`config.mk`:
```
export PLATFORM = sky130hd
export DESIGN_NAME = c_hazard_controller
export DESIGN_NICKNAME = d
export VERILOG_FILES = /design/src/rtl/c_hazard_controller.sv
export SDC_FILE = /design/constraint.sdc
export NUM_CORES = 1
export LEC_CHECK = 0
export CORE_UTILIZATION = 38
export CTS_BUF_LIST = sky130_fd_sc_hd__clkbuf_8
export CTS_CLUSTER_SIZE = 25
export DETAILED_ROUTE_END_ITERATION = 10
export PLACE_DENSITY = 0.67
export SETUP_SLACK_MARGIN = 0.4
export SLEW_MARGIN = 20
export SYNTH_ARGS = -nofsm -noshare
export SYNTH_HDL_FRONTEND = slang
export SYNTH_SLANG_ARGS = --single-unit
```
`constraint.sdc`:
```
create_clock -name clk -period 5.4 [get_ports clk]
set_input_delay 0.54 -clock clk [delete_from_list [all_inputs] [get_ports clk]]
set_output_delay 0.54 -clock clk [all_outputs]
set_load 0.02 [all_outputs]
```
`src/rtl/c_hazard_controller.sv`:
```
// Pipeline sequencer: stall/flush/bubble control, EX forwarding selects,
// post-reset warm-up and multi-cycle execute start/done sequencing.
module c_hazard_controller #(
  parameter int WARMUP_CYCLES = 2,
  parameter int MC_TIMEOUT    = 64,
  parameter int CNT_W         = 32
) (
  input  logic             clk,
  input  logic             reset,
  input  logic [4:0]       Rs1D,
  input  logic [4:0]       Rs2D,
  input  logic [4:0]       Rs1E,
  input  logic [4:0]       Rs2E,
  input  logic [4:0]       RdE,
  input  logic [4:0]       RdM,
  input  logic [4:0]       RdW,
  input  logic             MemReadE,
  input  logic             RegWriteM,
  input  logic             RegWriteW,
  input  logic             PCSrcE,
  input  logic             MultiCycleE,
  input  logic             MCDoneE,
  output logic             StallF,
  output logic             StallD,
  output logic             StallE,
  output logic             FlushD,
  output logic             FlushE,
  output logic             FlushM,
  output logic [1:0]       ForwardAE,
  output logic [1:0]       ForwardBE,
  output logic             MCStartE,
  output logic             MCTimeout,
  output logic [CNT_W-1:0] StallCount
);

  localparam int WW = $clog2(WARMUP_CYCLES + 1);
  localparam int TW = $clog2(MC_TIMEOUT + 1);

  typedef enum logic [1:0] {
    WARMUP  = 2'd0,
    RUN     = 2'd1,
    MC_BUSY = 2'd2
  } state_t;

  state_t          state;
  logic [WW-1:0]   warm_cnt;
  logic [TW-1:0]   to_cnt;
  logic            mc_timeout;
  logic            lw_stall;
  logic            to_last;

  assign lw_stall = MemReadE && (RdE != 5'd0)
                 && ((RdE == Rs1D) || (RdE == Rs2D));
  assign to_last  = (to_cnt == TW'(MC_TIMEOUT - 1));

  // M stage has priority: it holds the younger result.
  always_comb begin
    ForwardAE = 2'b00;
    ForwardBE = 2'b00;
    if (RegWriteM && RdM != 5'd0 && RdM == Rs1E)
      ForwardAE = 2'b10;
    else if (RegWriteW && RdW != 5'd0 && RdW == Rs1E)
      ForwardAE = 2'b01;
    if (RegWriteM && RdM != 5'd0 && RdM == Rs2E)
      ForwardBE = 2'b10;
    else if (RegWriteW && RdW != 5'd0 && RdW == Rs2E)
      ForwardBE = 2'b01;
  end

  always_comb begin
    StallF   = 1'b0;
    StallD   = 1'b0;
    StallE   = 1'b0;
    FlushD   = 1'b0;
    FlushE   = 1'b0;
    FlushM   = 1'b0;
    MCStartE = 1'b0;
    unique case (state)
      RUN: begin
        if (PCSrcE) begin
          FlushD = 1'b1;
          FlushE = 1'b1;
        end else if (MultiCycleE) begin
          MCStartE = 1'b1;
          StallF   = 1'b1;
          StallD   = 1'b1;
          StallE   = 1'b1;
          FlushM   = 1'b1;
        end else if (lw_stall) begin
          StallF = 1'b1;
          StallD = 1'b1;
          FlushE = 1'b1;
        end
      end
      MC_BUSY: begin
        // done or timeout releases the stall in the same cycle
        if (!MCDoneE && !to_last) begin
          StallF = 1'b1;
          StallD = 1'b1;
          StallE = 1'b1;
          FlushM = 1'b1;
        end
      end
      default: begin
        FlushD = 1'b1;
        FlushE = 1'b1;
      end
    endcase
  end

  always_ff @(posedge clk or posedge reset) begin
    if (reset) begin
      state      <= WARMUP;
      warm_cnt   <= WW'(WARMUP_CYCLES - 1);
      to_cnt     <= '0;
      mc_timeout <= 1'b0;
    end else begin
      unique case (state)
        RUN: begin
          if (MCStartE) begin
            to_cnt <= '0;
            state  <= MC_BUSY;
          end
        end
        MC_BUSY: begin
          if (MCDoneE) begin
            state <= RUN;
          end else if (to_last) begin
            mc_timeout <= 1'b1;
            state      <= RUN;
          end else begin
            to_cnt <= to_cnt + 1'b1;
          end
        end
        default: begin
          if (warm_cnt == '0)
            state <= RUN;
          else
            warm_cnt <= warm_cnt - 1'b1;
        end
      endcase
    end
  end

  always_ff @(posedge clk or posedge reset) begin
    if (reset)
      StallCount <= '0;
    else if (StallD && !(&StallCount))
      StallCount <= StallCount + 1'b1;
  end

  assign MCTimeout = mc_timeout;

endmodule
```
# Word level (Yosys, flattened, before mapping)

Cells that the tools add are included.

Register bits: 44
Input port bits: 43
Output and inout bits: 44

$add $sub $neg: 3
Equal/unequal tests: 13
Multiplexer cells: 27
Bitwise operators: 3
Reduce and logical (&&, ||, !) cells: 26

Operator list:

| kind                  | number |
|---|---|
| $add 32x1->32 const B | 1 |
| $reduce_and 32->1     | 1 |
| $eq 5x5->1            | 6 |
| $mux 7                | 3 |
| $reduce_bool 5->1     | 3 |
| $pmux 7 s2            | 1 |
| $mux 1                | 12 |
| $mux 2                | 6 |
| $logic_and 1x1->1     | 10 |
| $pmux 1 s2            | 4 |
| $add 7x1->7 const B   | 1 |
| $eq 7x6->1 const B    | 1 |
| $ne 2x2->1 const B    | 3 |
| $reduce_and 3->1      | 2 |
| $pmux 2 s2            | 1 |
| $reduce_and 4->1      | 1 |
| $logic_not 1->1       | 3 |
| $ne 3x3->1 const B    | 1 |
| $not 1->1             | 3 |
| $reduce_bool 3->1     | 1 |
| $eq 2x1->1 const B    | 1 |
| $eq 2x2->1 const B    | 1 |
| $logic_not 2->1       | 1 |
| $reduce_and 2->1      | 1 |
| 4 further kinds       | 4 |

# Longest topological paths before layout

Word-level depth: 8
Gate-level depth with buffers: 9
Mapped depth without buffers: 8

# Worst setup path after synthesis

Ideal clock, no wire load.

Path type: input -> output
Start: in RdM[1]
End: out ForwardAE[0]
Arrival: 2.157 ns
Required time: 4.860 ns
Setup slack: 2.703 ns
Cell stages on the path: 4
Path buffers: 0
Cells stage by stage: or4_1 -> o21ai_0 -> nor4_1 -> nor4_1

Longest elaborated chain between the ends: 4
Elaborated cells on any way between the ends: 5

Ends and longest elaborated chain:

| element               | line | text |
|---|---|---|
| start: declaration    | 15   | `input logic [4:0] RdM,` |
| $reduce_bool 5->1     | 60   | `if (RegWriteM && RdM != 5'd0 && RdM == Rs1E)` |
| $logic_and 1x1->1     | 60   |  |
| $logic_and 1x1->1 (*) | 60   |  |
| $mux 2 (*)            | 60   |  |
| end: declaration      | 29   | `output logic [1:0] ForwardAE,` |

Mark *: on every way between the ends. The rest lies on a longest branch, timed or not.

# Final worst setup path

Same ends and word-level chain as after synthesis.

==> impl_metrics.ini <==
[outcome]
outcome = finished, final reports clean

[synth]
synth_ff_type = dfrtp_1
syn_inst = 280
synth_top_area_share_pct = 37.5
avgSynthCellArea_um2 = 10.3
ys_warn_count = 0
syn_area_um2 = 2870
synth.most_common_cell = xor2_1
syn_nets = 328
ys_seq_area_share_pct = 38.4
synthTopCellsByArea = dfrtp_1, xor2_1, xnor2_1
async_reset_ff_share_pct = 100
ys_ff_latch = 44
synth.distinct_cells = 45
yosys.area.top_type = dfrtp_1
synth_common_cells = xor2_1, dfrtp_1, nand2_1, xnor2_1, nor2_1
synth-edff-count = 0

[timing]
max_clock_freq_mhz = 292
worst_slew_pin_slew_ps = 552
drv_slew = 0
setup_viol = 0
finalHoldViolCount = 0
slew_headroom_pct = 62.7
timing.final.crit_period_ps = 3420
skew_ps = 8.12
final.period_utilization_pct = 63.3
rsz0062_at_grt = no
timing.hold.ws_ps = 466
setup_tns_ps = 0

[routing]
drt-total-wl_mm = 6.15
dr.pass1.iters = 4
dr_total_vias = 2312
drtAntennaViolNets = 0
post-route-drc-count = 0
viasPerCell = 4.94
drtIter0Drc = 65
post_drt_wl_per_cell_um = 13.1

[floorplan]
io_pins = 87
die_x_um = 88.9
core_area_um2 = 7290
initial_core_util_pct = 39.4
die_area_um2 = 7910
num_rows = 31
die_height_um = 88.9

[worst_setup_path]
worstPathMaxFanout = 3
rr_worst_depth = 9
cp-start-kind = input port
worstPathRequired_ps = 4860
crit_type = in2out
timing.rr.end = StallCount[24]
critPathCapture = ForwardAE[0]
worstPathArrival_ps = 2880
critPathLaunch = RdM[1]
worstSetupEndpointType = output port
r2r_start = state[0]
reg2reg_setup_slack_ps = 3110

[cts]
htreeDepth = 2
postCtsSetupRepairBufs = 0
path_clk_slew_ps = 90
cts_root_buf = clkbuf_8
cts.path.max_buffers = 2
cts-resized-gates = 0
cts_made_buffers = 5
cts_sinks = 44
cts_hold_buf = 0
tritoncts = done
clk-insertion-delay-late_ps = 300

[flow_run]
drv_cap = 0

[final_layout]
n_antenna_cell = 0
multi_input_area_um2 = 1660
drive_gt1_share_pct = 11.9
regArea_um2 = 1100
fillCellCount = 695
finalNetCount = 417
syn_to_final_growth_pct = 37.2

[hold_path]
hold_class = reg2reg
hold_depth = 1

[pwr]
switchingPower_uw = 351
pwr-share-seq_pct = 36.8
vdd_drop_max_v = 0.000220
p_total_mw = 1.06
power_frac_comb_pct = 35.7
pwr-share-clk_pct = 27.5
powerDensity_nw_per_um2 = 270
p_int_uw = 713
leakagePower_nw = 1.72
sw_frac_of_total_pct = 33.0

[global_routing]
grt_first_pass_wirelength_mm = 10.2
grt_usage_pct = 16.5
grt_pass1_vias = 2248
overflow = 0
grt_max_degree = 45
antenna_found_initial = 0

[placement]
port_buffers = 86
dp_hpwl_mm = 4.80
place.gp.congestion = 0.719
-- power groups by stage --
stage	Combinational, mW	Sequential (mW)	Clock, mW
2_1_floorplan	0.235	0.410	0
3_3_place_gp	0.378	0.398	0
3_5_place_dp	0.382	0.398	0
4_1_cts	0.384	0.392	0.300
5_1_grt	0.411	0.397	0.313
6_report	0.379	0.392	0.293
-- cell families (layout without fill, tap and decap cells) --
logic type / after synthesis / in the layout / synth area share [%]
AOI/OAI and AO/OA: 20 / 20 / 5.45
xor gates and xnor gates: 66 / 66 / 20.1
adders and majority gates: 5 / 5 / 2.18
buffers and inverters: 18 / 107 / 3.66
DFF: 44 / 44 / 38.4
muxes: 3 / 3 / 1.31
and+or+nand+nor: 124 / 124 / 28.9
-- area by class of cell --
type | instances | share of cell area, %
inverter | 12 | 1.14
clock buffer | 5 | 1.75
sequential | 44 | 28.0
multi-input combinational | 218 | 42.2
tap | 99 | 3.14
clock inverter | 2 | 1.52
timing repair buffer | 88 | 22.2
-- through the flow --
step / worst slack [ps] / instance area [µm²] / instances / utilization (%)
after floorplan: 2700 / 2870 / 280 / -
after global placement: 2030 / 3810 / 461 / 52.3
after detailed placement: 2000 / 3810 / 461 / 52.3
after CTS: 2020 / 3940 / 468 / 54.0
after global routing: 1880 / 3940 / 468 / 54.0
final: 1980 / 3940 / 468 / 54.0
-- flip-flops by register name, indices dropped and copies added (netlist names) --
signal,cells
StallCount,32
warm_cnt,2
to_cnt,7
MCTimeout,1
state,2
-- placed cells by master, fill, tap and decap left out, types with 4 or more instances in the layout --
cell type        instances
or4_1                    5
clkdlybuf4s50_1         86
dfrtp_1                 43
o21ai_0                  8
nor4_1                   7
clkbuf_8                 5
nor4b_2                  5
xor2_1                  44
nor3_1                   7
xnor2_1                 22
nand2_1                 28
nor3_2                   4
nand4_1                  9
nor4_2                  10
inv_1                   11
nand3_1                 13
nor2_1                  17
ha_1                     5
-- critical path, stage by stage --
cell and delay (ps):
clkdlybuf4s50_1 470, or4_1 520, o21ai_0 250, nor4_1 120, nor4_1 310, clkdlybuf4s50_1 670
-- layer usage --
metal / GRT usage [%] / routed length, µm
met1: 21.8 / 2840
met2: 27.9 / 3000
met3: 2.49 / 218
met4: 5.63 / 94
met5: 0 / 0
-- worst min-delay path by stage --
stage / slack, ps / from / to
after floorplan: 450 / warm_cnt[1] / warm_cnt[1]
after detailed placement: 450 / MCTimeout / MCTimeout
after global routing: 500 / MCTimeout / MCTimeout
after global placement: 440 / MCTimeout / MCTimeout
after CTS: 470 / MCTimeout / MCTimeout
final: 470 / MCTimeout / MCTimeout
(Power assumes the default switching activity.)
==> RTL change 1, RTL diff (same flow settings) <==
Change the parameter `CNT_W` from 32 to 36.
--- a/src/rtl/c_hazard_controller.sv
+++ b/src/rtl/c_hazard_controller.sv
@@ -3,7 +3,7 @@
 module c_hazard_controller #(
   parameter int WARMUP_CYCLES = 2,
   parameter int MC_TIMEOUT    = 64,
-  parameter int CNT_W         = 32
+  parameter int CNT_W         = 36
 ) (
   input  logic             clk,
   input  logic             reset,
Interface: changed (resized StallCount); port bits go from 87 to 91. The function was not compared with the original's and may differ.
==> RTL change 1 against the unedited design <==
Synthesized cell count grew 6.8%; register-to-register slack lost 430 ps; setup slack lost 100 ps; critical path depth grew 1; total power shrank 9.8%; global-route usage grew 0.53 points; largest power group unchanged; clock skew shrank 3.5 ps; cell area grew 0.51%; area after synthesis grew 1.2%; wire length grew 9.5%; sequential cell count grew 4.
==> RTL change 1: results (changes against the unedited design) <==
{| class="wikitable"
! Metric !! Value
|-
| Post-detailed-placement half-perimeter wirelength || 5070 microns (+5.6%)
|-
| Fraction of final layout cells with drive strength greater than 1 || 4.66% (-7.3 points)
|-
| Critical path startpoint || RdE[1]
|-
| Slew at the pin closest to its max-slew limit || 909 ps (+357 ps)
|-
| Library cells used by synthesis || 44 (-2.2%)
|-
| Global routing usage on met1 || 23.2% (+1.4 points)
|-
| Part of the total power dissipated in combinational logic || 35.2% (-0.5 points)
|-
| Layout fillers || 656 (-5.6%)
|-
| Commonest cells in the netlist || sky130_fd_sc_hd__xor2_1, sky130_fd_sc_hd__dfrtp_1, sky130_fd_sc_hd__nand2_1
|-
| Crit Reg-Reg Startpoint || StallCount[7]
|-
| Final Instance Count excl. Fillers || 485 (+3.6%)
|-
| Final layout net count || 434 (+4.1%)
|-
| Nets in the synthesized netlist || 347 (+5.8%)
|-
| Largest registers ranked by flip-flop count || StallCount (36), to_cnt (7)
|-
| Post-CTS repair timing setup buffer count || 0 (unchanged)
|-
| Worst reg-to-reg path cell count || 5 (-4)
|-
| Largest incremental delay on the critical path || 580 ps (-90 ps)
|-
| Worst Hold Margin || 475 ps (+8.23 ps)
|-
| Sw frac || 34.3% (+1.3 points)
|-
| Dpl cells || 478 (+3.7%)
|-
| Outcome || finished clean
|-
| Post-Route WL || 6730 microns (+9.5%)
|-
| Maximum vdd drop || 0.184 mV (-16%)
|-
| Quantity of I/O buffers inserted on ports || 90 (+4.7%)
|-
| Global-route wire length before repair || 10700 microns (+5.1%)
|-
| Met3 track utilization from global routing || 3.32% (+0.83 points)
|-
| Share of power burned in registers || 44.1% (+7.3 points)
|-
| Via count of the first global-routing pass || 2346 (+4.4%)
|-
| Maximum fanout along the worst path || 30 (+27)
|-
| Switching power summed over all nets || 0.330 mW (-6.1%)
|-
| Via density per instance || 5.02 (+1.6%)
|-
| Number of DRC markers in iteration 0 || 125 (+92%)
|-
| Total global routing track utilization || 17.1% (+0.53 points)
|-
| Final estimated routing congestion in global placement || 0.788 (+9.6%)
|-
| Leakage dissipation || 1.78 nW (+3.5%)
|-
| Worst reg-to-reg setup slack || 2680 ps (-430 ps)
|-
| Largest net degree at the start of global routing || 49 (+8.9%)
|}
==> RTL change 1: cell types whose count changed after synthesis, moves of 4 or more <==
cell                      before  now
sky130_fd_sc_hd__nor2b_1       0    4
sky130_fd_sc_hd__nor4_1        7   16
sky130_fd_sc_hd__nand4_1       9   13
sky130_fd_sc_hd__nor3_1        7   17
sky130_fd_sc_hd__dfrtp_1      43   47
sky130_fd_sc_hd__nand2_1      28   24
sky130_fd_sc_hd__xor2_1       44   57
sky130_fd_sc_hd__buf_2         0    6
sky130_fd_sc_hd__nor4b_2       5    0
sky130_fd_sc_hd__nor3_2        4    0
sky130_fd_sc_hd__buf_6         4    0
sky130_fd_sc_hd__xnor2_1      22   14
sky130_fd_sc_hd__nor4_2       10    0
sky130_fd_sc_hd__and4_1        1    7
==> RTL change 1: layout make-up <==
| cell class | instances | area, sq um | area share, % |
|---|---|---|---|
| multi-input combinational | 231 | 1610 | 40.7 |
| sequential | 48 | 1200 | 30.4 |
| timing repair buffer | 91 | 908 | 22.9 |
| tap | 99 | 124 | 3.13 |
| clock buffer | 5 | 68.8 | 1.74 |
| inverter | 9 | 35.0 | 0.885 |
| clock inverter | 2 | 8.76 | 0.221 |
==> RTL change 1: cell families (layout without fill, tap and decap cells) <==
group | count (synthesis) | count (layout) | synth area share [%]
buffers and inverters | 20 | 107 | 3.10
muxes | 3 | 3 | 1.12
AOI/OAI and AO/OA | 19 | 19 | 4.56
adders and majority gates | 5 | 5 | 2.15
xor gates and xnor gates | 71 | 71 | 21.4
and+or+nand+nor | 133 | 133 | 26.3
DFF | 48 | 48 | 41.4
==> RTL change 1: routing by layer <==
layer | vias to the layer above | share of wire [%]
li1 | 1227 | -
met4 | 0 | 0.22
met5 | - | 0
met3 | 2 | 3.9
met2 | 56 | 50
met1 | 1150 | 46
==> RTL change 2, RTL diff (same settings) <==
Made on the original files. Encoding of `state_t`: now one-hot (3 bits for 3 states).
--- a/src/rtl/c_hazard_controller.sv
+++ b/src/rtl/c_hazard_controller.sv
@@ -36,10 +36,10 @@
   localparam int WW = $clog2(WARMUP_CYCLES + 1);
   localparam int TW = $clog2(MC_TIMEOUT + 1);
 
-  typedef enum logic [1:0] {
-    WARMUP  = 2'd0,
-    RUN     = 2'd1,
-    MC_BUSY = 2'd2
+  typedef enum logic [2:0] {
+    WARMUP  = 3'b001,
+    RUN     = 3'b010,
+    MC_BUSY = 3'b100
   } state_t;
 
   state_t          state;
Check against the original RTL: no difference found for any inputs over 10 cycles, from zero or initial values and one cycle with reset high; not proved beyond that.
==> RTL change 2 against the unedited design <==
Area after synthesis down 3.4%; largest cell class unchanged; worst hold slack better by 17 ps; cell area down 2.9%; setup slack worse by 120 ps; critical path type unchanged; via count down 1.6%; largest power group unchanged; wire length down 4.5%; sequential share of layout area up 1.5 points; sequential cell count up 1; total power down 18%.
==> RTL change 2: results (changes against the unedited design) <==
{| class="wikitable"
! Metric !! Value
|-
| Nets in the synthesized netlist || 318 (-3.0%)
|-
| Leading register cell type out of synthesis || sky130_fd_sc_hd__dfrtp_1
|-
| Sequential fraction of the synthesis area || 40.7% (+2.3 points)
|-
| Maximum vdd drop || 0.138 mV (-37%)
|-
| Max Clock Skew || 15.3 ps (+7.20 ps)
|-
| Number of DRC markers in iteration 0 || 105 (+62%)
|-
| Pre-CTS setup slack || 1840 ps (-160 ps)
|-
| Largest net degree at the start of global routing || 46 (+2.2%)
|-
| Slowest cell on the critical path || sky130_fd_sc_hd__clkdlybuf4s50_1
|-
| Clock buffers created by TritonCTS || 5 (unchanged)
|-
| Sw frac || 28.9% (-4.1 points)
|-
| Worst reg-to-reg setup slack || 2900 ps (-210 ps)
|-
| Via count of the first global-routing pass || 2170 (-3.5%)
|-
| Hold Buf Count CTS || 0 (unchanged)
|-
| CTS root buf || sky130_fd_sc_hd__clkbuf_8
|-
| Total global routing track utilization || 16.5% (-0.094 points)
|-
| Buffers from clock root to sink, at most || 2 (unchanged)
|-
| Library cells used by synthesis || 47 (+4.4%)
|-
| H-tree depth || 2 (unchanged)
|-
| Number of enable-type register cells in the synthesized netlist || 0 (unchanged)
|-
| Slew at the pin closest to its max-slew limit || 710 ps (+158 ps)
|-
| Count of synthesis-stage warnings from yosys || 0 (unchanged)
|-
| Arrival @ worst endpoint || 3000 ps (+120 ps)
|-
| Clock-pin slew on the worst setup and hold paths || roughly 80 ps
|-
| Post-detailed-placement half-perimeter wirelength || 4570 microns (-4.7%)
|-
| Largest incremental delay on the critical path || 570 ps (-100 ps)
|-
| Commonest cells in the netlist || sky130_fd_sc_hd__dfrtp_1, sky130_fd_sc_hd__xor2_1, sky130_fd_sc_hd__xnor2_1
|-
| Post-Route WL || 5880 microns (-4.5%)
|-
| Cell types occupying the most area after synthesis || sky130_fd_sc_hd__dfrtp_1, sky130_fd_sc_hd__xor2_1, sky130_fd_sc_hd__xnor2_1
|-
| Drt first pass iters || 4 (unchanged)
|-
| Leakage dissipation || 1.63 nW (-5.2%)
|-
| Outcome || finished clean
|-
| Maximum fanout along the worst path || 22 (+19)
|-
| Class of the tightest hold or removal check || register to register
|-
| Fraction of final layout cells with drive strength greater than 1 || 8.89% (-3.0 points)
|-
| Fraction of registers with async set/reset || 100% (unchanged)
|-
| Final estimated routing congestion in global placement || 0.809 (+13%)
|-
| Final layout net count || 405 (-2.9%)
|-
| Quantity of I/O buffers inserted on ports || 86 (unchanged)
|-
| Post-CTS repair timing setup buffer count || 0 (unchanged)
|-
| Via density per instance || 4.99 (+0.99%)
|-
| N_diodes || 0 (unchanged)
|-
| Largest registers ranked by flip-flop count || StallCount (32), to_cnt (7), state (3)
|-
| Post-DP Area || 3710 sq um (-2.7%)
|-
| Worst-Skew Late Latency || 300 ps (about the same)
|-
| Post-DRT Antenna Nets || 0 (unchanged)
|-
| Post-cts gate resize count || 0 (unchanged)
|-
| Antenna violations before repair || 0 (unchanged)
|-
| Global-route wire length before repair || 9870 microns (-3.1%)
|}
RTL change 2: changes by cell type after synthesis, moves of 4 or more:
cell,change
sky130_fd_sc_hd__xor2_1,-6
sky130_fd_sc_hd__nor4_2,-6
sky130_fd_sc_hd__nor3_1,+5
sky130_fd_sc_hd__nand2_1,-11
sky130_fd_sc_hd__nor2_1,-5
sky130_fd_sc_hd__nor4b_2,-5
sky130_fd_sc_hd__nor3_2,-4
sky130_fd_sc_hd__nand3_1,+10
sky130_fd_sc_hd__and3_1,+8
sky130_fd_sc_hd__inv_1,-4
sky130_fd_sc_hd__xnor2_1,+6
RTL change 2: metal layers:
layer	wire [microns]	global-route usage, %	up-vias
met1	2650	21.2	1063
met3	410	4.64	6
met4	45	4.47	0
met5	0	0	-
li1	-	-	1129
met2	2770	27.1	77
RTL change 2: final cells by class:
class / instances / area, sq um
clock buffer: 6 / 82.6
clock inverter: 2 / 33.8
fill: 641 / 3080
inverter: 9 / 33.8
multi-input combinational: 209 / 1540
sequential: 45 / 1130
tap: 96 / 120
timing repair buffer: 89 / 883
RTL change 2: worst max-delay path, delay by kind of cell:
family | cells | cell delay [ps]
AO/OA/AOI/OAI | 2 | 400
buffers and inverters | 4 | 1510
AND/OR/NAND/NOR | 1 | 550
RTL change 2: cells by family after synthesis:
family                     after synthesis  synth area share [%]
muxes                                    3                  1.35
AOI/OAI and AO/OA                       17                  4.65
DFF                                     45                  40.7
adders and majority gates                3                  1.35
xor gates and xnor gates                66                  20.8
and+or+nand+nor                        120                  27.5
buffers and inverters                   18                  3.65
RTL change 2: power by group through the flow:
stage | Clock [mW] | Sequential [mW] | Combinational, mW
floorplan | 0 | 0.413 | 0.0951
global placement | 0 | 0.396 | 0.219
detailed placement | 0 | 0.397 | 0.220
CTS | 0.267 | 0.392 | 0.221
global route | 0.283 | 0.397 | 0.233
finish | 0.260 | 0.391 | 0.217
RTL change 2: worst paths after layout:
kind,endpoint,cells after the start,from
max,StallD,7,RdE[1]
min,MCTimeout,1,MCTimeout
max reg2reg,StallCount[1],9,to_cnt[0]
min reg2reg,MCTimeout,1,MCTimeout
max in group asynchronous,StallCount[2],3,reset
min in group asynchronous,to_cnt[4],3,reset
RTL change 2: metrics by stage:
stage / util (%) / instances / power, mW / hold slack [ps]
6_report: 55.4 / 456 / 0.868 / 483
5_1_grt: 55.4 / 456 / 0.913 / 512
3_3_place_gp: 53.7 / 448 / 0.615 / 461
4_1_cts: 55.4 / 456 / 0.880 / 488
3_5_place_dp: 53.7 / 448 / 0.617 / 470
2_1_floorplan: - / 272 / 0.508 / 450
